## src/rtl/mcdma_cfg_seq.sv

```systemverilog
// AXI-Lite register sequencer that programs one MCDMA block (MM2S or S2MM) for up to two channels.
// Each command writes CH, CDs, CRs, DMA CR and TDs in that order, with at most one write outstanding.
module mcdma_cfg_seq #(
    parameter int                    ADDR_WIDTH = 32,
    parameter logic [ADDR_WIDTH-1:0] DMA_BASE   = ADDR_WIDTH'(32'h0000_0000)
) (
    input  logic                  M_AXI_aclk,
    input  logic                  M_AXI_areset,
    input  logic                  start,
    input  logic                  dir,
    input  logic [1:0]            ch_mask,
    input  logic [31:0]           desc0,
    input  logic [31:0]           desc1,
    output logic                  busy,
    output logic                  done,
    output logic                  err,
    output logic [ADDR_WIDTH-1:0] M_AXI_awaddr,
    output logic [2:0]            M_AXI_awprot,
    output logic                  M_AXI_awvalid,
    input  logic                  M_AXI_awready,
    output logic [31:0]           M_AXI_wdata,
    output logic [3:0]            M_AXI_wstrb,
    output logic                  M_AXI_wvalid,
    input  logic                  M_AXI_wready,
    input  logic [1:0]            M_AXI_bresp,
    input  logic                  M_AXI_bvalid,
    output logic                  M_AXI_bready,
    output logic [1:0]            o_dbg_state
);

    typedef enum logic [1:0] {
        S_IDLE  = 2'd0,
        S_ISSUE = 2'd1,
        S_RESP  = 2'd2,
        S_FIN   = 2'd3
    } state_t;

    // Fixed 8-slot schedule; slots belonging to a disabled channel are skipped.
    localparam logic [2:0] SLOT_CH    = 3'd0;
    localparam logic [2:0] SLOT_CD0   = 3'd1;
    localparam logic [2:0] SLOT_CD1   = 3'd2;
    localparam logic [2:0] SLOT_CR0   = 3'd3;
    localparam logic [2:0] SLOT_CR1   = 3'd4;
    localparam logic [2:0] SLOT_DMACR = 3'd5;
    localparam logic [2:0] SLOT_TD0   = 3'd6;
    localparam logic [2:0] SLOT_TD1   = 3'd7;

    state_t                r_state;
    logic                  r_dir;
    logic [1:0]            r_mask;
    logic [31:0]           r_desc0;
    logic [31:0]           r_desc1;
    logic [2:0]            r_slot;
    logic                  r_awvalid;
    logic [ADDR_WIDTH-1:0] r_awaddr;
    logic                  r_wvalid;
    logic [31:0]           r_wdata;
    logic [3:0]            r_wstrb;
    logic                  r_bready;
    logic                  r_busy;
    logic                  r_done;
    logic                  r_err;

    function automatic logic slot_en(input logic [2:0] s, input logic [1:0] m);
        logic en;
        case (s)
            SLOT_CH, SLOT_DMACR:         en = 1'b1;
            SLOT_CD0, SLOT_CR0, SLOT_TD0: en = m[0];
            default:                     en = m[1];
        endcase
        return en;
    endfunction

    // Returns {found, slot} for the lowest enabled slot strictly after cur.
    function automatic logic [3:0] next_slot(input logic [2:0] cur, input logic [1:0] m);
        logic [3:0] r;
        r = 4'd0;
        for (int s = 7; s >= 1; s--) begin
            if (s > int'(cur) && slot_en(3'(s), m)) begin
                r = {1'b1, 3'(s)};
            end
        end
        return r;
    endfunction

    function automatic logic [11:0] slot_off(input logic [2:0] s);
        logic [11:0] off;
        case (s)
            SLOT_CH:    off = 12'h008;
            SLOT_CD0:   off = 12'h048;
            SLOT_CD1:   off = 12'h088;
            SLOT_CR0:   off = 12'h040;
            SLOT_CR1:   off = 12'h080;
            SLOT_DMACR: off = 12'h000;
            SLOT_TD0:   off = 12'h050;
            default:    off = 12'h090;
        endcase
        return off;
    endfunction

    function automatic logic [ADDR_WIDTH-1:0] slot_addr(input logic d, input logic [2:0] s);
        logic [11:0] off;
        off = (d ? 12'h500 : 12'h000) + slot_off(s);
        return DMA_BASE + ADDR_WIDTH'(off);
    endfunction

    function automatic logic [31:0] slot_data(input logic [2:0] s, input logic [1:0] m,
                                              input logic [31:0] d0, input logic [31:0] d1);
        logic [31:0] v;
        case (s)
            SLOT_CH:            v = {30'b0, m};
            SLOT_CD0, SLOT_TD0: v = d0;
            SLOT_CD1, SLOT_TD1: v = d1;
            default:            v = 32'd1;
        endcase
        return v;
    endfunction

    // Handshakes: a valid and its payload stay constant until the matching ready is seen high
    // at a rising edge; that edge completes the transfer and the valid drops right after it.
    logic       w_aw_fire;
    logic       w_w_fire;
    logic       w_aw_left;
    logic       w_w_left;
    logic       w_issue_done;
    logic       w_b_fire;
    logic [3:0] w_next;
    logic       w_more;

    assign w_aw_fire    = r_awvalid & M_AXI_awready;
    assign w_w_fire     = r_wvalid & M_AXI_wready;
    assign w_aw_left    = r_awvalid & ~M_AXI_awready;
    assign w_w_left     = r_wvalid & ~M_AXI_wready;
    assign w_issue_done = ~w_aw_left & ~w_w_left;
    assign w_b_fire     = r_bready & M_AXI_bvalid;
    assign w_next       = next_slot(r_slot, r_mask);
    assign w_more       = w_next[3];

    always_ff @(posedge M_AXI_aclk or posedge M_AXI_areset) begin
        if (M_AXI_areset) begin
            r_state   <= S_IDLE;
            r_dir     <= 1'b0;
            r_mask    <= 2'b00;
            r_desc0   <= 32'd0;
            r_desc1   <= 32'd0;
            r_slot    <= 3'd0;
            r_awvalid <= 1'b0;
            r_awaddr  <= '0;
            r_wvalid  <= 1'b0;
            r_wdata   <= 32'd0;
            r_wstrb   <= 4'h0;
            r_bready  <= 1'b0;
            r_busy    <= 1'b0;
            r_done    <= 1'b0;
            r_err     <= 1'b0;
        end else begin
            case (r_state)
                S_IDLE: begin
                    if (start) begin
                        r_dir   <= dir;
                        r_mask  <= ch_mask;
                        r_desc0 <= desc0;
                        r_desc1 <= desc1;
                        r_busy  <= 1'b1;
                        if (ch_mask == 2'b00) begin
                            r_state <= S_FIN;
                            r_done  <= 1'b1;
                            r_err   <= 1'b1;
                        end else begin
                            r_state   <= S_ISSUE;
                            r_slot    <= SLOT_CH;
                            r_awvalid <= 1'b1;
                            r_awaddr  <= slot_addr(dir, SLOT_CH);
                            r_wvalid  <= 1'b1;
                            r_wdata   <= slot_data(SLOT_CH, ch_mask, desc0, desc1);
                            r_wstrb   <= 4'hF;
                        end
                    end
                end
                S_ISSUE: begin
                    if (w_aw_fire) begin
                        r_awvalid <= 1'b0;
                        r_awaddr  <= '0;
                    end
                    if (w_w_fire) begin
                        r_wvalid <= 1'b0;
                        r_wdata  <= 32'd0;
                        r_wstrb  <= 4'h0;
                    end
                    if (w_issue_done) begin
                        r_state  <= S_RESP;
                        r_bready <= 1'b1;
                    end
                end
                S_RESP: begin
                    if (w_b_fire) begin
                        r_bready <= 1'b0;
                        if (M_AXI_bresp != 2'b00) begin
                            r_state <= S_FIN;
                            r_done  <= 1'b1;
                            r_err   <= 1'b1;
                        end else if (!w_more) begin
                            r_state <= S_FIN;
                            r_done  <= 1'b1;
                            r_err   <= 1'b0;
                        end else begin
                            r_state   <= S_ISSUE;
                            r_slot    <= w_next[2:0];
                            r_awvalid <= 1'b1;
                            r_awaddr  <= slot_addr(r_dir, w_next[2:0]);
                            r_wvalid  <= 1'b1;
                            r_wdata   <= slot_data(w_next[2:0], r_mask, r_desc0, r_desc1);
                            r_wstrb   <= 4'hF;
                        end
                    end
                end
                default: begin
                    r_state <= S_IDLE;
                    r_done  <= 1'b0;
                    r_err   <= 1'b0;
                    r_busy  <= 1'b0;
                end
            endcase
        end
    end

    assign busy          = r_busy;
    assign done          = r_done;
    assign err           = r_err;
    assign M_AXI_awaddr  = r_awaddr;
    assign M_AXI_awprot  = 3'b000;
    assign M_AXI_awvalid = r_awvalid;
    assign M_AXI_wdata   = r_wdata;
    assign M_AXI_wstrb   = r_wstrb;
    assign M_AXI_wvalid  = r_wvalid;
    assign M_AXI_bready  = r_bready;
    assign o_dbg_state   = r_state;

endmodule

```

## config.mk

```make
export PLATFORM = sky130hd
export DESIGN_NAME = mcdma_cfg_seq
export DESIGN_NICKNAME = d
export VERILOG_FILES = /design/src/rtl/mcdma_cfg_seq.sv
export SDC_FILE = /design/constraint.sdc
export NUM_CORES = 1
export LEC_CHECK = 0
export BUFFER_PORTS_ARGS = -buffer_cell sky130_fd_sc_hd__buf_2
export CAP_MARGIN = 15
export CORE_MARGIN = 3
export CORE_UTILIZATION = 45
export DETAILED_ROUTE_END_ITERATION = 7
export GPL_ROUTABILITY_DRIVEN = 0
export PLACE_DENSITY = 0.73
export SKIP_CTS_REPAIR_TIMING = 1
export SLEW_MARGIN = 20
export SYNTH_ARGS = -nofsm -noshare
export SYNTH_HDL_FRONTEND = slang
export SYNTH_SLANG_ARGS = --single-unit
```

## constraint.sdc

```tcl
create_clock -name M_AXI_aclk -period 6.8 [get_ports M_AXI_aclk]
set_input_delay 0.34 -clock M_AXI_aclk [delete_from_list [all_inputs] [get_ports M_AXI_aclk]]
set_output_delay 0.34 -clock M_AXI_aclk [all_outputs]
set_load 0.05 [all_outputs]
```

After elaboration in Yosys (flattened, before gate mapping)
Index checks and enable logic that the tools add are counted.
Widths: inputs -> output; s select.

word-level totals
  register bits after elaboration = 146
  latch bits = 0
  memory bits (writable) = 0
  bits in read-only memories = 0
  bits of input ports = 75
  output and inout bits = 79
  logic and storage cells = 155
  memories = 0

operators by class
  add/sub/neg operators = 2
  multiply operators = 0
  divide/modulo/power cells = 0
  order comparisons = 7
  eq/ne operators = 19
  shift operators = 0
  muxes and demuxes = 76
  bitwise operators = 12
  reduce and logical (&&, ||, !) cells = 24

operators by type and width
  cell                number
  $mux 32             12
  $pmux 32 s3         3
  $mux 12             7
  $pmux 8 s7          1
  $mux 4              13
  $add 11x12->12      2
  $mux 11             2
  $mux 1              18
  $ne 2x2->1 const B  9
  $mux 3              5
  $reduce_and 7->1    2
  $eq 3x3->1 const B  4
  $gt 3x3->1 const A  4
  $mux 2              6
  $pmux 1 s3          4
  $pmux 4 s3          1
  $and 1x1->1         6
  $eq 3x2->1 const B  2
  $gt 2x3->1 const A  2
  $logic_and 1x1->1   6
  $not 1->1           6
  $pmux 2 s3          1
  $pmux 3 s2          1
  $reduce_and 3->1    2
  14 further kinds    21

Longest topological paths before layout
  word-level depth = 20
  gate-level depth with buffers = 10
  mapped depth without buffers = 7

Least setup slack after synthesis
Ideal clock, no wire load.

  kind = register -> register
  start = register r_state[0] (netlist: o_dbg_state[0])
  end = register r_wdata[10] (netlist: M_AXI_wdata[10])
  setup time = 0.074 ns
  data arrival time = 2.410 ns
  data required time = 6.726 ns
  path slack = 4.316 ns
  stages on the path, launching flop included = 11
  buffers on the path = 3
  period minus slack after synthesis = 2.484 ns
  cells stage by stage = dfrtp_1 -> inv_1 -> ha_1 -> clkbuf_1 -> o21a_1 -> a2111oi_4 -> nand2_1 -> or3_1 -> buf_2 -> buf_6 -> o21ai_2

on the way
  word-level cells in the longest chain between the ends = 3
  elaborated cells on any way between the ends = 12
  classes of those cells = eq/ne (8); mux (1); reduce/logical (3)

RTL lines
  what                                                              line  RTL
  start: declaration                                                48    state_t r_state;
  start signal: assignment                                          141   r_state <= S_IDLE;
  start signal: assignment                                          166   r_state <= S_FIN;
  start signal: assignment                                          170   r_state <= S_ISSUE;
  $eq 2x1->1, or another cell as far along                          157   case (r_state)
  $ne 2x2->1 (no source line) or $reduce_bool 3->1 (tied branches)  --
  $reduce_and 7->1 (no source line)                                 --
  end signal: assignment                                            175   r_wdata <= slot_data(SLOT_CH, ch_mask, desc0, desc1);
  end signal: assignment                                            212   r_wdata <= slot_data(w_next[2:0], r_mask, r_desc0, r_desc1);
  end: declaration                                                  57    logic [31:0] r_wdata;

Parallel ways exist; a longest one is shown, timed or not.
A chain may end at the register's enable or synchronous reset.

Final worst setup path
  start = register r_state[0] (netlist: o_dbg_state[0])
  end = register r_wdata[23] (netlist: M_AXI_wdata[23])

The elaborated chain is that of the path after synthesis.

==> flow_summary_export.csv <==
group,metric,value,unit
worst_setup_path,cp_data_required_time,7140,ps
power,power_leakage,3.23,nW
grt,track_usage,19.3,%
outcome,outcome,"finished clean",
sta,fin_crit,2860,ps
yosys,synth-warning-count,0,
cells_and_area,regArea,0.00288,mm²
grt,grt_pass1_wl,20.0,mm
sta,finalSetupViolCount,0,
yosys,ys_types,54,
sta,max_freq,350,MHz
route,wl_per_cell,16.8,µm
floorplanning,start_util,46.7,%
place,numPortBuffers,124,
floorplanning,die_h,116,µm
yosys,ys_ff_latch,115,
worst_setup_path,critPathTopFamily,"compound AO/OA/AOI/OAI gates",
power,switching_share,39.8,%
yosys,async_flop_share,100,%
worst_setup_path,cpMaxStageDelayCell,"nand3_1",
clock_tree,clk_pin_slew,60,ps
power,sequentialPowerShare,31.3,%
sta,rsz0062_at_grt,"false",
sta,hold_viol_final,0,
grt,antenna_found_initial,1,
clock_tree,insertion_delay,400,ps
worst_setup_path,crit_chain,"inv_1 -> ha_1 -> a21boi_1 -> a2111oi_4 -> nand3_1 -> buf_4 -> a211oi_1 -> a22o_1",
cells_and_area,fillCellCount,981,
route,via_per_inst,5.44,
place,hpwl,8.34,mm
yosys,synth_edf_count,0,
sta,setup_tns,0,ps
clock_tree,cts_tree,"done",
grt,grt_pass1_vias,4090,
sta,finalClockSkew,8.55,ps
cells_and_area,nets,671,
power,p_sw,1.51,mW
power,comb_power_share,41.8,%
sta,worst_pin_slew,889,ps
power,power_frac_clock,26.9,%
route,drc,0,
yosys,seq_area_frac_synth,53.1,%
power,irDropWorstVdd,0.000211,V
yosys,yosys-top-cells-count,"dfrtp_1, mux2_2, nand2_1, buf_4, o21ai_0",
route,drtPass1Iterations,5,
floorplanning,pin_count,154,
cells_and_area,area_growth,23.7,%
worst_setup_path,worst_setup_path_start_kind,"flop",
route,drtIter0Drc,274,
power,power_density,564,mW/mm²
yosys,yosys.area.top_type,"dfrtp_1",
yosys,synth.most_common_cell,"dfrtp_1",
yosys,synth_top_cell_area_share,53.1,%
run,cap_violations,0,
route,vias,4071,
yosys,syn_avg_cell_area,11.4,µm²
worst_setup_path,arrival,3200,ps
floorplanning,die_width,116,µm
worst_setup_path,critical_path_class,"flop to flop",
worst_setup_path,cpPeakStageDelay,480,ps
worst_setup_path,crit_path_max_fanout,24,
yosys,synth_area_leaders,"dfrtp_1, mux2_2, buf_4",
yosys,synthCells,476,
worst_hold_path,worstHoldPathType,"input pin to flop",
route,drt-total-wl,12.6,mm
clock_tree,cts_buffer_depth,2,
cells_and_area,final_area,0.00671,mm²
cells_and_area,multi_input_area,0.00222,mm²
sta,fin_crit_sh,42.0,%
floorplanning,core_area,0.0116,mm²
worst_setup_path,cp-end-kind,"flop",
clock_tree,h-tree-depth,4,
yosys,syn_area,0.00542,mm²
cells_and_area,fin_util,57.8,%
cells_and_area,antennaDiodeCount,0,
sta,maxSlewHeadroom,40.7,%
route,drtAntennaViolNets,0,
grt,grt_overflow_total,0,
grt,grt_max_degree,86,
cells_and_area,drive_above_1_share,40.8,%
floorplanning,row_count,39,
floorplanning,die_area,0.0134,mm²
clock_tree,cts_buffers,17,
power,power.internal,2.28,mW
yosys,synth_ff_type,"dfrtp_1",
worst_setup_path,worst-path-buf-inv,2,
sta,slew_violations,0,
clock_tree,clock-sinks,115,
clock_tree,root_buffer,"clkbuf_16",
place,placed_area,0.00601,mm²
==> routing by layer <==
layer  GRT usage [%]  part of all wire, %  vias up
met5               0                 0.10        -
li1                -                    -     1864
met2            31.4                   49      206
met3            7.36                  9.6       17
met1            23.3                   41     1982
met4            7.42                  1.2        2
==> power by group through the flow <==
stage	clock (mW)	combinational (mW)	sequential (mW)
floorplan	0	1.04	1.37
global placement	0	1.52	1.17
detailed placement	0	1.57	1.19
CTS	1.04	1.58	1.18
global route	1.07	1.72	1.23
finish	1.02	1.58	1.19
==> worst paths after layout <==
check                           startpoint         endpoint  slack [ps]  cells after the start
min in group asynchronous     M_AXI_areset      r_desc0[24]         470                      3
hold reg to reg            M_AXI_awaddr[7]  M_AXI_awaddr[7]         470                      2
setup reg to reg            o_dbg_state[0]  M_AXI_wdata[23]        3940                      8
max in group asynchronous     M_AXI_areset       r_desc0[4]        5250                      4
hold / removal                    desc1[2]       r_desc1[2]         170                      2
setup / recovery            o_dbg_state[0]  M_AXI_wdata[23]        3940                      8
==> cells by family after synthesis <==
kind of cell | after synthesis | share of synthesized area (%)
buf+inv | 78 | 7.96
simple gates | 87 | 7.31
fa+ha+maj | 4 | 0.923
flops | 115 | 53.1
mux | 72 | 14.9
other cells | 1 | 0.0691
compound gates | 119 | 15.8
==> per-stage QoR <==
stage / setup slack, ps / cells / total power [mW] / hold slack [ps]
2_1_floorplan: 3420 / 504 / 2.41 / 479
3_3_place_gp: 4160 / 714 / 2.69 / 348
3_5_place_dp: 4010 / 715 / 2.76 / 355
4_1_cts: 4000 / 747 / 3.80 / -80.3
5_1_grt: 3730 / 748 / 4.01 / 153
6_report: 3940 / 748 / 3.79 / 167
==> flip-flops by register name, indices dropped and copies added, names as in the netlist <==
signal / flops
M_AXI_wstrb: 1
r_desc0: 32
r_dir: 1
M_AXI_bready: 1
r_mask: 2
o_dbg_state: 2
err: 1
done: 1
busy: 1
r_slot: 3
M_AXI_awaddr: 5
M_AXI_wdata: 32
M_AXI_awvalid: 1
r_desc1: 32
==> placed cells by master, fill, tap and decap left out, types with 3 or more instances in the layout <==
cell / instances
a21o_1: 4
a21oi_1: 9
a22o_1: 4
a22oi_1: 29
a31oi_1: 4
and2_1: 3
and3_1: 3
buf_2: 124
buf_4: 3
bufinv_16: 6
clkbuf_16: 17
clkbuf_8: 4
conb_1: 29
dfrtp_1: 115
ha_1: 4
inv_1: 16
mux2_2: 69
mux2i_1: 3
nand2_1: 48
nand2b_1: 4
nand3_1: 5
nor2_1: 13
o21ai_0: 30
o21ai_2: 10
o31ai_1: 3
==> cell type report <==
| class | instances | share of cell area [%] |
|---|---|---|
| Sequential cell | 115 | 42.9 |
| Multi-Input combinational cell | 311 | 33.1 |
| Timing Repair Buffer | 130 | 10.1 |
| Clock buffer | 23 | 7.27 |
| Clock inverter | 9 | 2.95 |
| Tap cell | 143 | 2.67 |
| Inverter | 17 | 0.988 |
No activity file was read; power rests on OpenSTA's default activity.
